--- src/rtl/key_pkg.sv ---
// Shared constants for the key input path: classifier state codes, gesture event codes
// and default 100 MHz timing values.
package key_pkg;

  localparam logic [2:0] ST_IDLE      = 3'd0;
  localparam logic [2:0] ST_PRESS1    = 3'd1;
  localparam logic [2:0] ST_LONG_HELD = 3'd2;
  localparam logic [2:0] ST_WAIT2     = 3'd3;
  localparam logic [2:0] ST_PRESS2    = 3'd4;

  typedef enum logic [1:0] {
    EV_NONE   = 2'd0,
    EV_SHORT  = 2'd1,
    EV_LONG   = 2'd2,
    EV_DOUBLE = 2'd3
  } key_event_e;

  localparam int unsigned CLK_HZ           = 100_000_000;
  localparam int unsigned DEBOUNCE_CNT_MAX = 1_500_000;   // 15 ms
  localparam int unsigned LONG_CNT_DEF     = 100_000_000; // 1 s
  localparam int unsigned DCLICK_CNT_DEF   = 30_000_000;  // 300 ms
  localparam int unsigned CNT_W_DEF        = 27;

  function automatic int unsigned ms_to_cycles(input int unsigned ms);
    return ms * (CLK_HZ / 1000);
  endfunction

endpackage

--- src/rtl/key_press_classifier.sv ---
// Classifies debounced press/release pulses into short, long and double-click gestures,
// emitting one registered pulse per gesture and latching the last gesture code.
module key_press_classifier
  import key_pkg::*;
#(
  parameter int unsigned LONG_CNT   = LONG_CNT_DEF,
  parameter int unsigned DCLICK_CNT = DCLICK_CNT_DEF,
  parameter int unsigned CNT_W      = CNT_W_DEF
) (
  input  logic       clk,
  input  logic       rst_n,
  input  logic       rise_pulse,
  input  logic       fall_pulse,
  output logic       short_pulse,
  output logic       long_pulse,
  output logic       double_pulse,
  output logic [1:0] last_event,
  output logic       busy
);

  localparam logic [CNT_W-1:0] LONG_LAST   = CNT_W'(LONG_CNT - 1);
  localparam logic [CNT_W-1:0] DCLICK_LAST = CNT_W'(DCLICK_CNT - 1);
  localparam logic [CNT_W-1:0] CNT_ONE     = CNT_W'(1);

  logic [2:0]       r_state;
  logic [CNT_W-1:0] r_cnt;
  logic             r_short;
  logic             r_long;
  logic             r_double;
  key_event_e       r_last;

  logic [2:0]       w_state_nxt;
  logic             w_short_nxt;
  logic             w_long_nxt;
  logic             w_double_nxt;
  key_event_e       w_last_nxt;
  logic             w_cnt_clr;
  logic             w_cnt_inc;

  // Simultaneous rise and fall cancel each other out.
  logic w_rise;
  logic w_fall;
  assign w_rise = rise_pulse & ~fall_pulse;
  assign w_fall = fall_pulse & ~rise_pulse;

  logic w_long_hit;
  logic w_dclick_hit;
  assign w_long_hit   = (r_cnt == LONG_LAST);
  assign w_dclick_hit = (r_cnt == DCLICK_LAST);

  always_comb begin
    w_state_nxt  = r_state;
    w_short_nxt  = 1'b0;
    w_long_nxt   = 1'b0;
    w_double_nxt = 1'b0;
    w_last_nxt   = r_last;
    w_cnt_clr    = 1'b0;
    w_cnt_inc    = 1'b0;
    case (r_state)
      ST_IDLE: begin
        if (w_rise) begin
          w_state_nxt = ST_PRESS1;
          w_cnt_clr   = 1'b1;
        end
      end
      ST_PRESS1: begin
        // A release on the terminal cycle takes priority over the long decision.
        if (w_fall) begin
          w_state_nxt = ST_WAIT2;
          w_cnt_clr   = 1'b1;
        end else if (w_long_hit) begin
          w_state_nxt = ST_LONG_HELD;
          w_long_nxt  = 1'b1;
          w_last_nxt  = EV_LONG;
        end else begin
          w_cnt_inc = 1'b1;
        end
      end
      ST_LONG_HELD: begin
        if (w_fall) begin
          w_state_nxt = ST_IDLE;
        end
      end
      ST_WAIT2: begin
        // A second press on the expiry cycle still counts as a double click.
        if (w_rise) begin
          w_state_nxt = ST_PRESS2;
        end else if (w_dclick_hit) begin
          w_state_nxt = ST_IDLE;
          w_short_nxt = 1'b1;
          w_last_nxt  = EV_SHORT;
        end else begin
          w_cnt_inc = 1'b1;
        end
      end
      ST_PRESS2: begin
        if (w_fall) begin
          w_state_nxt  = ST_IDLE;
          w_double_nxt = 1'b1;
          w_last_nxt   = EV_DOUBLE;
        end
      end
      default: begin
        w_state_nxt = ST_IDLE;
      end
    endcase
  end

  always_ff @(posedge clk or negedge rst_n) begin
    if (!rst_n) begin
      r_state  <= ST_IDLE;
      r_short  <= 1'b0;
      r_long   <= 1'b0;
      r_double <= 1'b0;
      r_last   <= EV_NONE;
    end else begin
      r_state  <= w_state_nxt;
      r_short  <= w_short_nxt;
      r_long   <= w_long_nxt;
      r_double <= w_double_nxt;
      r_last   <= w_last_nxt;
    end
  end

  // Increment is only requested below the terminal value, so the counter never wraps.
  always_ff @(posedge clk or negedge rst_n) begin
    if (!rst_n) begin
      r_cnt <= '0;
    end else if (w_cnt_clr) begin
      r_cnt <= '0;
    end else if (w_cnt_inc) begin
      r_cnt <= r_cnt + CNT_ONE;
    end
  end

  assign short_pulse  = r_short;
  assign long_pulse   = r_long;
  assign double_pulse = r_double;
  assign last_event   = r_last;
  assign busy         = (r_state != ST_IDLE);

endmodule

--- config.mk ---
export PLATFORM = sky130hd
export DESIGN_NAME = key_press_classifier
export DESIGN_NICKNAME = d
export VERILOG_FILES = /design/src/rtl/key_pkg.sv /design/src/rtl/key_press_classifier.sv
export SDC_FILE = /design/constraint.sdc
export NUM_CORES = 1
export LEC_CHECK = 0
export ABC_AREA = 1
export BUFFER_PORTS_ARGS = -buffer_cell sky130_fd_sc_hd__buf_2
export CAP_MARGIN = 20
export CORE_ASPECT_RATIO = 0.7
export CORE_UTILIZATION = 45
export CTS_BUF_LIST = sky130_fd_sc_hd__clkbuf_8
export DETAILED_ROUTE_END_ITERATION = 16
export PLACE_DENSITY = 0.65
export SYNTH_ARGS = -nofsm -noshare
export SYNTH_HDL_FRONTEND = slang
export SYNTH_SLANG_ARGS = --single-unit
--- constraint.sdc ---
create_clock -name clk -period 4.8 [get_ports clk]
set_clock_uncertainty 0.05 [all_clocks]
set_input_delay 0.48 -clock clk [delete_from_list [all_inputs] [get_ports clk]]
set_output_delay 0.48 -clock clk [all_outputs]
set_load 0.005 [all_outputs]
==> impl_results.md, run 1 <==
- Outcome: completed
- Cell count after synthesis: between 300 and 400
- Number of iterations in the first detailed-routing pass: 4
- Post-Layout Cell Count: 446
- DRT antenna net count: 0
- Post-Route Utilization: 0.522
- Total power per unit cell area: between 400 and 500 nW/um2
- Number of buffers inserted by hold repair at cts: 0
- RSZ-0062 raised after global routing: no
- Final Wtd Congestion: around 0.93
- Maximum buffer depth of the clock tree: 2
- Effective utilization at floorplan: 0.487
- Setup slack after layout: approximately 2.2 ns
- Number of nets in the final layout: approximately 380
- Count of vias placed by the detailed router: 2253
- Required arrival time at the worst endpoint: approximately 4.9 ns
- Max capacitance violation total: 0
- Drt first-iter violations: roughly 180
- Die boundary height: ~64 um
- Pin count of the biggest net entering global routing: 36
- Boundary pin count: 10
- Resized Gates After CTS: 0
- Area growth syn-to-layout: 7.05%
- Worst setup path startpoint: r_cnt[0]
- Placed instance area: 2520 um2
- Worst setup path class: flip-flop to flip-flop
- Clock latency on the worst-skew pair: about 0.29 ns
- Finished Cell Area: roughly 2600 um2
- Initial antenna violation count: 0
- Number of diodes: 0
- CTS tree: built
- Startpoint of the worst register-to-register path: r_cnt[0]
- Sequential cell fraction of total power: 0.423
- Tot GR Track Use: 0.241
- Setup slack at placement: 2.16 ns
- Net count of the mapped netlist: between 300 and 400
- Worst setup SP type: flip-flop
- Worst hold slack across all endpoints: 0.211 ns
- Number of buffers added for setup after CTS: 0
- Overall Power: ~1.2 mW
- Share of total power consumed by net switching: 0.473
- Max-slew violation count: 0
- Count of state elements after synthesis: 35
- Mapped cell area: 2430 um2
- Number of buffers added on ports: 9
- Total Neg Setup Slack: 0 ns
- Total core area: roughly 5000 um2
- Share of post-route cells with drive strength above 1: 0.114
- CTS buffer count: 5
- Final-report setup violation count: 0
- Switch Pwr: about 0.59 mW
- TritonCTS sink count: 35
- Sequential share of the synthesized area: 0.360
- Vias per cell: slightly above 5
- Fraction of power consumed by combinational cells: 0.414
- Die area: between 5000 and 6000 um2
- Overall overflow remaining after global route: 0
- Post-detailed-route wirelength per cell: between 10 and 15 um
- Via count of the first global-routing pass: approximately 2200
- Total leakage power: between 1 and 1.5 nW
- Clock transition at path regs: around 0.07 ns
- Post-synthesis average cell area: about 6.7 um2
- Total wirelength of the detailed-routed design: 6.13 mm
- Max FO, Critical Path: 29
- Sum of net half-perimeters after detailed placement: 4.80 mm
- Endpoint arrival time on the critical path: ~2.7 ns
- Highest clock frequency the design can meet: roughly 390 MHz
- Horizontal extent of the die: about 90 um
- CP Capture Type: flip-flop
- Cell-internal power: roughly 0.66 mW
- Post-layout min period: roughly 2.6 ns
- Count of unresolved DRC violations after routing: 0
- Worst rel slew slack: 0.498
- Max IR drop VDD: 0.342 mV
- First-pass GRT wire length: between 10 and 15 mm
- Final Hold Viols: 0
- Min-Delay Path Class: input pin to async pin
- Share of the clock period used by the worst path after layout: 0.539
- Transition at the pin with the smallest max-transition slack: around 0.75 ns
- Clock network power share: 0.163
- Count of cell types in the netlist: 29
- Count of placed standard cells including taps: 438
- Standard-cell row count: 21
- H-tree levels: 2
- Root Buffer Master: clkbuf_8
- Number of warnings printed during yosys synthesis: 0
-- worst max-delay path: stages (launching register included) --
cell	delay, ns
dfrtp_1	0.52
ha_1	0.27
nand2_2	0.12
nor2_8	0.14
inv_2	0.05
nor2_1	0.10
nand2_1	0.13
nand3_4	0.12
nand3_2	0.53
o21ai_0	0.42
-- cells by family after synthesis --
logic type	count (synthesis)	synth area share
AOI/OAI and AO/OA	39	0.0998
xor gates and xnor gates	4	0.0144
buffers and inverters	57	0.0972
DFF	35	0.360
and+or+nand+nor	229	0.423
adders and majority gates	1	0.00514
-- layout make-up --
cell class	count	area, um2
clock buffers	5	68.8
clock inverters	3	12.5
fillers	507	2390
inverters	52	195
multi-input cells	273	1320
flip-flops and latches	35	876
well taps	69	86.3
repair buffers	9	45.0
-- path summary, 6_finish.rpt --
path	endpoint	slack, ns	depth (start not counted)
min reg2reg	last_event[1]	0.44	2
min in group clk	last_event[1]	0.44	2
max reg2reg	r_cnt[23]	2.21	9
max	r_cnt[23]	2.21	9
min	r_cnt[25]	0.21	1
max in group asynchronous	r_cnt[11]	4.01	1
-- power by group through the flow --
stage | clock (mW) | sequential, mW | combinational [mW]
after floorplan | 0 | 0.494 | 0.431
after global placement | 0 | 0.527 | 0.509
after detailed placement | 0 | 0.529 | 0.517
after CTS | 0.211 | 0.524 | 0.520
after global routing | 0.223 | 0.546 | 0.598
final | 0.203 | 0.527 | 0.517
-- per-layer routing --
| metal | part of all wire | track usage | wire, um |
|---|---|---|---|
| met3 | 0.087 | 0.0785 | 533 |
| met5 | 0 | 0 | 0 |
| met2 | 0.37 | 0.312 | 2240 |
| met1 | 0.54 | 0.377 | 3310 |
| met4 | 0.0075 | 0.0544 | 46 |
-- flip-flops by register name, summed over array words and instances, names as in the netlist --
signal        flops
double_pulse      1
last_event        2
long_pulse        1
r_cnt            27
r_state           3
short_pulse       1
-- Yosys cell counts, drive strengths merged --
cell | n | share of area
nand4 | 8 | 0.021
buf | 4 | 0.015
nor2 | 57 | 0.10
inv | 52 | 0.080
clkbuf | 1 | 0.0021
dfrtp | 35 | 0.36
o21ai | 30 | 0.076
o21bai | 1 | 0.0031
nand3 | 31 | 0.075
nor4 | 1 | 0.0026
a21oi | 8 | 0.021
nor3 | 7 | 0.019
ha | 1 | 0.0051
nand2 | 125 | 0.20
xor2 | 4 | 0.014
-- placed cells by master, fill, tap and decap left out, drive strengths merged --
| cell | instances |
|---|---|
| a21oi | 8 |
| buf | 9 |
| clkbuf | 5 |
| clkinv | 1 |
| dfrtp | 35 |
| ha | 1 |
| inv | 54 |
| nand2 | 125 |
| nand3 | 31 |
| nand4 | 8 |
| nor2 | 57 |
| nor3 | 7 |
| nor4 | 1 |
| o21ai | 30 |
| o21bai | 1 |
| xor2 | 4 |
Power figures use the tool's default switching activity.
==> run 2, diff against run 1 <==
clock period = 2.5 ns   (was 4.8 ns; I/O delays follow)
==> run 2 against run 1 <==
Effect of this change: the flow now finishes with violations (hold timing); critical path depth grew 1; fmax up 18%; combinational power grew 110%; worst setup slack worse by 1.9 ns; sequential power rose by 88%; non-clock buffer count is 4 higher; worst hold slack got worse by 0.23 ns; cell area up 2.0%; flip-flop and latch count unchanged; core utilization up 1.1 points; count of clock-buffer cells in the layout unchanged.
==> impl_results.md, run 2 (synthesized netlist as in run 1, its figures left out) <==
- Number of iterations in the first detailed-routing pass: 5 (+1)
- Final Wtd Congestion: 1.00 (+8.5%)
- First-pass GRT wire length: 10.9 mm (+2.1%)
- Sum of net half-perimeters after detailed placement: 4.95 mm (+3.2%)
- Fraction of power consumed by combinational cells: 0.445 (+0.031)
- Clock latency on the worst-skew pair: 0.29 ns (about the same)
- Final Hold Viols: 21 (+21)
- Overall overflow remaining after global route: 0 (unchanged)
- Total wirelength of the detailed-routed design: 6.41 mm (+4.5%)
- Effective utilization at floorplan: 0.487 (unchanged)
- Endpoint arrival time on the critical path: 2.33 ns (-0.39 ns)
- Boundary pin count: 10 (unchanged)
- Worst setup SP type: flip-flop
- Register with the most flip-flops: r_cnt
- Setup slack after layout: 0.303 ns (-1.91 ns)
- Outcome: finished, violations left
- Total power per unit cell area: 939 nW/um2 (+96%)
- Sequential cell fraction of total power: 0.397 (-0.026)
- Pin count of the biggest net entering global routing: 36 (unchanged)
- Total core area: 4990 um2 (unchanged)
- Count of vias placed by the detailed router: 2351 (+4.3%)
- Clock network power share: 0.158 (-0.005)
- TritonCTS sink count: 35 (unchanged)
- Count of unresolved DRC violations after routing: 0 (unchanged)
- Violations in the final reports: hold timing
- Number of buffers added on ports: 9 (unchanged)
- Max capacitance violation total: 0 (unchanged)
- Switch Pwr: 1.16 mW (+97%)
- Share of post-route cells with drive strength above 1: 0.126 (+0.0119)
- Worst rel slew slack: 0.485 (-0.0125)
- CP Capture Type: flip-flop
- Post-detailed-route wirelength per cell: 14.2 um (+3.6%)
- Number of diodes: 0 (unchanged)
- Crit-path max cell delay: 0.40 ns (-0.13 ns)
- Max-slew violation count: 0 (unchanged)
- Initial antenna violation count: 0 (unchanged)
- Horizontal extent of the die: 89.9 um (unchanged)
- RSZ-0062 raised after global routing: no
- Worst setup path class: flip-flop to flip-flop
- Cell seen most often among critical-path stages: nand3_4
- Number of buffers inserted by hold repair at cts: 0 (unchanged)
- H-tree levels: 2 (unchanged)
- Share of the clock period used by the worst path after layout: 0.879 (+0.340)
- Drt first-iter violations: 226 (+27%)
- Min-Delay Path Class: input pin to async pin
- Root Buffer Master: clkbuf_8
- Worst hold slack across all endpoints: -0.0206 ns (-0.231 ns)
- Total leakage power: 1.30 nW (+2.0%)
- Crit-path slowest cell: dfrtp_1
- Via count of the first global-routing pass: 2126 (-2.2%)
- Largest register FFs: 27 (unchanged)
- Critical path buffer and inverter count: 2 (+1)
- Share of total power consumed by net switching: 0.467 (-0.00601)
- Vias per cell: 5.22 (+3.4%)
- CTS tree: built
- Standard-cell row count: 21 (unchanged)
- Tot GR Track Use: 0.248 (+0.00676)
- Number of buffers added for setup after CTS: 0 (unchanged)
- Commonest non-fill, non-tap cells in the layout: 117 x nand2_1, 53 x nor2_1, 50 x inv_1, 35 x dfrtp_1, 27 x nand3_1
- Max IR drop VDD: 0.739 mV (+120%)
- Area growth syn-to-layout: 9.21%
- Post-layout min period: 2.20 ns (-0.391 ns)
- Resized Gates After CTS: 0 (unchanged)
- Transition at the pin with the smallest max-transition slack: 0.772 ns (+0.0256 ns)
- Commonest non-fill, non-tap cell in the layout: nand2_1
- Clock transition at path regs: 0.08 ns (about the same)
- Die boundary height: 63.5 um (unchanged)
- Crit-path cells: ha_1 -> nand2_2 -> nor2_8 -> inv_2 -> nor2_1 -> nand2_1 -> nand3_4 -> nand3_4 -> buf_12 -> o21ai_0
- Highest clock frequency the design can meet: 455 MHz (+18%)
- Die area: 5710 um2 (unchanged)
- Dominant delay contributor by cell family on the critical path: simple AND/OR/NAND/NOR gates
- Max FO, Critical Path: 19 (-34%)
- Maximum buffer depth of the clock tree: 2 (unchanged)
- Setup slack at placement: 0.168 ns (-1.99 ns)
- Number of nets in the final layout: 385 (+1.0%)
- Required arrival time at the worst endpoint: 2.64 ns (-2.29 ns)
- Total Neg Setup Slack: 0 ns (unchanged)
- DRT antenna net count: 0 (unchanged)
- Final-report setup violation count: 0 (unchanged)
- Cell-internal power: 1.33 mW (+100%)
- CTS buffer count: 5 (unchanged)
==> run 2: cell types whose count changed in the layout (fill, tap and decap cells not counted), sizes merged <==
cell	before	now
buf	9	13
==> run 2: power by group through the flow <==
stage	Sequential, mW	Clock (mW)	Combinational (mW)
floorplan	0.949	0	0.828
global placement	0.988	0	1.08
detailed placement	0.991	0	1.09
CTS	0.982	0.404	1.09
global route	1.02	0.429	1.26
finish	0.990	0.393	1.11
==> run 2: path summary, 6_finish.rpt <==
kind                            depth (start not counted)       endpoint  slack, ns     startpoint
worst max-delay path                                   10      r_cnt[18]       0.30       r_cnt[1]
worst min-delay path                                    1       r_cnt[1]      -0.02          rst_n
worst max register to register                         10      r_cnt[18]       0.30       r_cnt[1]
worst min register to register                          2  last_event[1]       0.43  last_event[1]
max in group asynchronous                               1      r_cnt[19]       1.92          rst_n
min in group clk                                        4   double_pulse       0.24     rise_pulse
==> run 2: stage by stage <==
stage               instance area, um2  hold slack, ns  power, mW   util  std cells
global placement                  2560           0.319       2.07  0.514        442
finish                            2660         -0.0206       2.49  0.532        450
floorplan                         2430         -0.0956       1.78      -        365
global route                      2660          0.0560       2.72  0.532        450
detailed placement                2560           0.326       2.08  0.514        442
CTS                               2650          0.0126       2.48  0.530        450
==> run 2: area by class of cell <==
class	instances	area, um2
Multi-Input combinational cell	273	1330
Clock inverter	3	12.5
Fill cell	530	2340
Tap cell	69	86.3
Clock buffer	5	68.8
Sequential cell	35	876
Timing Repair Buffer	13	87.6
Inverter	52	195
==> run 2: layer usage <==
layer  global-route usage  share of wire
met2                0.322           0.37
met3               0.0676          0.088
met5                    0              0
met1                0.395           0.53
met4               0.0544         0.0089
